**src/rtl/nios2_oci_dct_packer.sv**
```systemverilog
// Packs 2-bit trace atoms into 30-bit DCT words with a 4-bit atom count.
// A word closes when it is full, on flush or end-of-test, or after an idle timeout.
module nios2_oci_dct_packer #(
    parameter int unsigned IDLE_TIMEOUT = 64,
    parameter int unsigned DROP_W       = 8
) (
    input  logic              clk,
    input  logic              reset,
    input  logic              atom_valid,
    input  logic [1:0]        atom,
    input  logic              flush,
    input  logic              test_ending,
    input  logic              test_has_ended,
    input  logic              out_ready,
    output logic              out_valid,
    output logic [29:0]       dct_buffer,
    output logic [3:0]        dct_count,
    output logic              overflow,
    output logic [DROP_W-1:0] drop_count
);

    localparam int unsigned TW = $clog2(IDLE_TIMEOUT + 1);
    localparam logic [TW-1:0] TMO = TW'(IDLE_TIMEOUT);

    logic [29:0]       buf_q, buf_d, fill_buf;
    logic [3:0]        cnt_q, cnt_d, fill_cnt;
    logic [TW-1:0]     timer_q, timer_d, timer_inc;
    logic              out_valid_q, out_valid_d;
    logic [29:0]       out_buf_q, out_buf_d;
    logic [3:0]        out_cnt_q, out_cnt_d;
    logic              ovf_q, ovf_d;
    logic [DROP_W-1:0] drop_q, drop_d;

    logic out_free, acc, drop, idle_hit, close;

    always_comb begin
        out_free  = ~out_valid_q | out_ready;
        acc       = atom_valid & ~test_has_ended & out_free;
        drop      = atom_valid & ~test_has_ended & ~out_free;

        fill_buf = buf_q;
        for (int k = 0; k < 15; k++) begin
            if (acc && cnt_q == 4'(k)) fill_buf[2*k +: 2] = atom;
        end
        fill_cnt = cnt_q + {3'b000, acc};

        timer_inc = (timer_q == TMO) ? timer_q : timer_q + 1'b1;
        idle_hit  = (cnt_q != 4'd0) && !acc && (timer_inc == TMO);

        // A close that cannot fire now stays pending: its condition persists next cycle.
        close = out_free && (fill_cnt != 4'd0) &&
                ((fill_cnt == 4'd15) || flush || test_ending || idle_hit);

        buf_d       = fill_buf;
        cnt_d       = fill_cnt;
        timer_d     = '0;
        out_buf_d   = out_buf_q;
        out_cnt_d   = out_cnt_q;
        out_valid_d = out_valid_q & ~out_ready;

        if (close) begin
            out_buf_d   = fill_buf;
            out_cnt_d   = fill_cnt;
            out_valid_d = 1'b1;
            buf_d       = '0;
            cnt_d       = '0;
        end else if (!acc && cnt_q != 4'd0) begin
            timer_d = timer_inc;
        end

        ovf_d  = ovf_q | drop;
        drop_d = drop_q;
        if (drop && drop_q != '1) drop_d = drop_q + 1'b1;
    end

    always_ff @(posedge clk) begin
        if (reset) begin
            buf_q       <= '0;
            cnt_q       <= '0;
            timer_q     <= '0;
            out_valid_q <= 1'b0;
            out_buf_q   <= '0;
            out_cnt_q   <= '0;
            ovf_q       <= 1'b0;
            drop_q      <= '0;
        end else begin
            buf_q       <= buf_d;
            cnt_q       <= cnt_d;
            timer_q     <= timer_d;
            out_valid_q <= out_valid_d;
            out_buf_q   <= out_buf_d;
            out_cnt_q   <= out_cnt_d;
            ovf_q       <= ovf_d;
            drop_q      <= drop_d;
        end
    end

    assign out_valid  = out_valid_q;
    assign dct_buffer = out_buf_q;
    assign dct_count  = out_cnt_q;
    assign overflow   = ovf_q;
    assign drop_count = drop_q;

endmodule

```
**config.mk**
```make
export PLATFORM = sky130hd
export DESIGN_NAME = nios2_oci_dct_packer
export DESIGN_NICKNAME = d
export VERILOG_FILES = /design/src/rtl/nios2_oci_dct_packer.sv
export SDC_FILE = /design/constraint.sdc
export NUM_CORES = 1
export LEC_CHECK = 0
export CAP_MARGIN = 20
export CORE_MARGIN = 2
export CORE_UTILIZATION = 40
export CTS_CLUSTER_SIZE = 40
export DETAILED_ROUTE_END_ITERATION = 12
export GPL_TIMING_DRIVEN = 0
export PLACE_DENSITY = 0.73
export SYNTH_ARGS = -nofsm -noshare
export SYNTH_HDL_FRONTEND = slang
export SYNTH_SLANG_ARGS = --single-unit
```
**constraint.sdc**
```tcl
create_clock -name clk -period 3.65 [get_ports clk]
set_input_delay 0.73 -clock clk [delete_from_list [all_inputs] [get_ports clk]]
set_output_delay 0.73 -clock clk [all_outputs]
set_load 0.05 [all_outputs]
```
# --- After elaboration in Yosys (flattened, before gate mapping) ---
# Index checks and enable logic that the tools add are counted.
word_totals:
  register_bits: 85
  latchBits: 0
  mem_bits_rw: 0
  rom_bits: 0
  input_bits: 9
  elab_cells: 86
  n_memories: 0
classes:
  n_addsub: 3
  n_mul: 0
  n_div: 0
  magnitude_cmp: 0
  n_eq_ne: 18
  shifts: 0
  muxes: 17
  bitwise_logic: 11
  n_reduce_logical: 29
op_table:
  columns: ["operator", "count"]
  rows:
  - ["4-bit == test, second input constant", 8]
  - ["2-bit two-way mux", 15]
  - ["1-bit logical AND", 20]
  - ["4-bit by 3-bit == test with 1-bit output, second input constant", 4]
  - ["7-bit == test, second input constant", 2]
  - ["8-bit by 1-bit adder with 8-bit output, second input constant", 1]
  - ["4-bit by 2-bit == test with 1-bit output, second input constant", 2]
  - ["8-bit inequality test, second input constant", 1]
  - ["4-bit nonzero test", 2]
  - ["7-bit by 1-bit adder with 7-bit output, second input constant", 1]
  - ["7-bit two-way mux", 1]
  - ["1-bit NOT", 5]
  - ["4-bit by 1-bit adder with 4-bit output", 1]
  - ["1-bit AND", 4]
  - ["4-bit by 1-bit == test with 1-bit output, second input constant", 1]
  - ["4-bit zero test", 1]
  - ["1-bit logical OR", 3]
  - ["3-bit OR reduction", 1]
  - ["1-bit OR", 2]
  - ["2-bit OR reduction", 1]
  - ["1-bit zero test", 1]
  - ["1-bit two-way mux", 1]

# --- Logic depth before layout (Yosys ltp) ---
# Gate-level depths: netlist (run 1).
logic_depth:
  depth_word: 10
  mapped_depth: 12
  mapped_depth_nobuf: 10

# --- Worst setup path after synthesis (run 1) ---
# No wires, ideal clock.
synth_path:
  path_type: "input-to-reg"
  start: "input port test_has_ended"
  end: "register out_cnt_q[2], in the netlist dct_count[2]"
  t_arrival_ns: 2.679
  required_ns: 3.527
  setup_slack_ns: 0.848
  cell_stages: 11
  n_path_buf: 1
  cell_sequence: "and2b_2 -> nand2_1 -> inv_1 -> ha_1 -> ha_1 -> inv_1 -> o41a_2 -> o31ai_4 -> a21oi_2 -> buf_2 -> o2bb2ai_1"
synth_via:
  elab_chain_len: 9
  word_cells_on_any_way: 14
  cone_classes: "add/sub (1); eq/ne (1); bitwise (3); reduce/logical (9)"
synth_lines:
  columns: ["element", "line", "source"]
  rows:
  - ["from (decl)", "13", "input logic test_has_ended,"]
  - ["1-bit NOT *", "38", "acc = atom_valid & ~test_has_ended & out_free;"]
  - ["1-bit AND * (2 in a row)", "38", null]
  - ["4-bit by 1-bit adder with 4-bit output *", "45", "fill_cnt = cnt_q + {3'b000, acc};"]
  - ["net fill_cnt[1]", "26", "logic [3:0] cnt_q, cnt_d, fill_cnt;"]
  - ["4-bit == test", "52", "((fill_cnt == 4'd15) || flush || test_ending || idle_hit);"]
  - ["1-bit logical OR (3 in a row)", "52", null]
  - ["1-bit logical AND *", "51", "close = out_free && (fill_cnt != 4'd0) &&"]
  - ["to (signal assigned)", "92", "out_cnt_q <= out_cnt_d;"]
  - ["to (decl)", "30", "logic [3:0] out_cnt_q, out_cnt_d;"]
# The timed path passes the listed nets; every way through them passes the cells marked *.
# A chain may end at the register's enable or synchronous reset.

# --- Worst setup path in the final report (run 1) ---
layout_path:
  start: "input port test_has_ended"
  end: "register out_buf_q[5], in the netlist dct_buffer[5]"
layout_via:
  elab_chain_len: 9
  word_cells_on_any_way: 16
  cone_classes: "add/sub (1); eq/ne (1); mux (1); bitwise (3); reduce/logical (10)"
layout_lines:
  columns: ["element", "line", "source"]
  rows:
  - ["1-bit NOT *", "38", null]
  - ["1-bit AND * (2 in a row)", "38", null]
  - ["4-bit by 1-bit adder with 4-bit output", "45", null]
  - ["4-bit == test", "52", null]
  - ["1-bit logical OR (3 in a row)", "52", null]
  - ["1-bit logical AND", "51", null]
  - ["to (signal assigned)", "91", "out_buf_q <= out_buf_d;"]
  - ["to (decl)", "29", "logic [29:0] out_buf_q, out_buf_d;"]
# Every way passes the cells marked *; elsewhere a longest branch is shown, timed or not.

==> metrics.md, run 1 <==
| Metric | Value |
|---|---|
| Vias post-DR | around 2,400 |
| Setup TNS | 0 ns |
| Vias per cell | 4.99 |
| Critical path peak fanout | 10 |
| Final Net Count | 391 |
| Synth Flop Type | dfxtp_1 |
| Synthesized flop and latch total | 85 |
| Post-Syn Area per Cell | 11.1 um^2 |
| Final worst slack | between 0.3 and 0.4 ns |
| Row count | 34 |
| Unique masters post-synth | 43 |
| Max IR drop VDD | 0.222 mV |
| Post-synthesis net count | 328 |
| First-pass DRT Iterations | 4 |
| Sink Count | 85 |
| Combinational power share | under 10% |
| First-pass GRT wire length | 11,800 um |
| Vias in the first global route | ~2,400 |
| Ant diodes | 0 |
| Total chip power | 1.87 mW |
| Max frequency | ~300 MHz |
| Total grt overflow | 0 |
| Reg clk slew, reported paths | 0.08 ns |
| Int Power | roughly 1.4 mW |
| GRT Total Usage | between 10% and 20% |
| Final setup violation count | 0 |
| Worst min path class | reg -> reg |
| ANT nets after route | 0 |
| PwrDens | 428 nW/um^2 |
| Syn Inst Count | 314 |
| Core Box Area | 8590 um^2 |
| Final non-filler cell area | 4370 um^2 |
| Sequential fraction of the synthesis area | 48.8% |
| Port buffer count | 52 |
| Starting Density | 40.6% |
| Setup crit end kind | register |
| Critical path type | in -> reg |
| Status | completed |
| Cts hold-fix bufs | 0 |
| Final period utilization | 91.0% |
| Cts bufs inserted | 9 |
| EDFF count, synth | 0 |
| Synth Cell Area | 3490 um^2 |
| Max-cap violations | 0 |
| Ys async rst share | 0% |
| Die extent in x | 97.4 um |
| Clock share of power | 40.1% |
| RD Place Congestion | 0.777 |
| CTS tree | yes |
| Max Slew Vio Count | 0 |
| Sw Ratio | 24.7% |
| Root Driver | clkbuf_8 |
| Worst-margin pin slew | between 0.8 and 0.9 ns |
| RSZ-0062 raised after global routing | false |
| Area grow syn2layout | 25.4% |
| Syn. warnings | 0 |
| DRC viols | 0 |
| Worst-Skew Late Latency | approximately 0.35 ns |
| WL/cell | approximately 14 um |
| Final Hold Fails | 0 |
| Full die area | 9480 um^2 |
| Sw power | 0.462 mW |
| Die height | 97.4 um |
| Seq pwr share | 50.4% |
| Fin crit period | roughly 3.3 ns |
| Cell area after placement | 4140 um^2 |
| Max Buffers Root-to-Sink | 2 |
| Initial antenna violation count | 0 |
| Setup bufs post-CTS | 0 |
| CP startpoint kind | input pin |
| IO Count | 53 |
| Pre-CTS setup slack | -0.0147 ns |
| H-tree lvl count | 3 |
| Slew headroom | 46.3% |
| Wirelength, routed | 7030 um |
| WP data required | 3.93 ns |
| Post-CTS sizing | 0 |
| Pin count of the biggest net entering global routing | 16 |
| Worst path arrival time | between 3 and 4 ns |
| Lkg Pwr | 1.74 nW |
| Proportion of layout cells with a drive suffix above 1 | around 16% |
| Clk_skew | 0.00695 ns |
| Initial DRC count | 126 |
| Final HPWL DP | roughly 5000 um |
==> metal layers <==
| metal | GRT usage, % | part of all wire [%] | wire length (um) | vias up |
|---|---|---|---|---|
| li1 | - | - | - | 1242 |
| met1 | 20.6 | 48 | 3380 | 1139 |
| met2 | 24.4 | 46 | 3240 | 51 |
| met3 | 2.59 | 3.4 | 241 | 15 |
| met4 | 8.65 | 2.4 | 170 | 0 |
| met5 | 0 | 0 | 0 | - |
==> sequential cells by signal (all words and copies together) (netlist names) <==
| register | flops |
|---|---|
| cnt_q | 4 |
| dct_count | 4 |
| drop_count | 8 |
| timer_q | 7 |
| overflow | 1 |
| out_valid | 1 |
| dct_buffer | 30 |
| buf_q | 30 |
==> final timing paths <==
kind	from	depth (start not counted)	to	slack, ns
worst max-delay path	test_has_ended	11	dct_buffer[5]	0.33
worst min-delay path	dct_buffer[2]	1	dct_buffer[2]	0.47
worst max register to register	out_valid	10	dct_buffer[5]	0.95
worst min register to register	dct_buffer[2]	1	dct_buffer[2]	0.47
==> power by group through the flow <==
stage / Sequential (mW) / Combinational [mW] / Clock [mW]
after CTS: 0.942 / 0.178 / 0.771
after global routing: 0.944 / 0.192 / 0.810
after detailed placement: 0.964 / 0.177 / 0
after floorplan: 0.978 / 0.111 / 0
final: 0.942 / 0.177 / 0.750
after global placement: 0.964 / 0.174 / 0
==> worst max-delay path, stage by stage <==
cell	delay, ns
clkdlybuf4s50_1	0.46
and2b_2	0.24
nand2_1	0.15
inv_1	0.10
ha_1	0.20
ha_1	0.19
xnor2_1	0.34
a41oi_1	0.31
a21oi_2	0.40
buf_2	0.31
o2bb2ai_1	0.15
==> through the flow <==
step / instances / util, % / hold slack (ns)
after floorplan: 314 / - / 0.456
after global placement: 474 / 48.2 / 0.450
after detailed placement: 474 / 48.2 / 0.448
after CTS: 490 / 50.9 / 0.475
after global routing: 490 / 50.9 / 0.487
final: 490 / 50.9 / 0.468
==> cell usage in the layout, fill, tap and decap left out, types with 3 or more instances in the layout <==
cell	count
nor2_1	47
nand2_1	17
a21oi_1	3
xnor2_1	8
xor2_1	7
and3_1	11
nand3_1	5
mux2i_1	32
inv_1	5
and4_1	4
buf_2	3
dfxtp_1	85
clkbuf_8	10
o2bb2ai_2	18
nor3_1	4
o2bb2ai_1	16
buf_6	10
ha_1	5
clkdlybuf4s50_1	52
nand4_1	3
==> logic make-up (layout without fill, tap and decap cells) <==
kind of cell,after synthesis,after routing,synth area share (%)
simple gates,109,109,16.6
flops,85,85,48.8
compound gates,46,46,14.7
mux,32,32,9.19
buf+inv,22,90,5.10
xor+xnor,15,15,3.77
fa+ha+maj,5,5,1.79
==> Yosys cell counts, types with 2 or more instances <==
cell type	number	area (um^2)
nor2_1	47	176
and4_1	4	35.0
nand3_1	5	25.0
a21oi_2	2	17.5
nor2b_1	2	12.5
dfxtp_1	85	1700
o2bb2ai_1	16	140
nor3b_1	2	15.0
xor2_1	7	61.3
buf_6	10	113
a21oi_1	3	15.0
o2bb2ai_2	18	270
nor3_1	4	20.0
inv_1	5	18.8
nand2b_1	2	12.5
dlygate4sd3_1	2	20.0
and3_1	11	68.8
mux2i_1	32	320
nand4_1	3	18.8
xnor2_1	8	70.1
nand2_1	17	63.8
and2b_2	2	17.5
buf_2	3	15.0
ha_1	5	62.6
==> layout make-up <==
type | instances | area, um^2
Multi-Input combinational cell | 207 | 1610
Sequential cell | 85 | 1700
Timing Repair Buffer | 52 | 520
Fill cell | 805 | 4220
Buffer | 17 | 159
Clock buffer | 10 | 138
Tap cell | 108 | 135
Inverter | 5 | 18.8
Clock inverter | 6 | 93.8
(Power assumes the default switching activity.)
==> run 2: changes to the inputs <==
--- a/config.mk
+++ b/config.mk
@@ -15,3 +15,4 @@
 export SYNTH_ARGS = -nofsm -noshare
 export SYNTH_HDL_FRONTEND = slang
 export SYNTH_SLANG_ARGS = --single-unit
+export TNS_END_PERCENT = 50
==> results of run 2 <==
Final layout, timing and power as in run 1 (identical DEF).
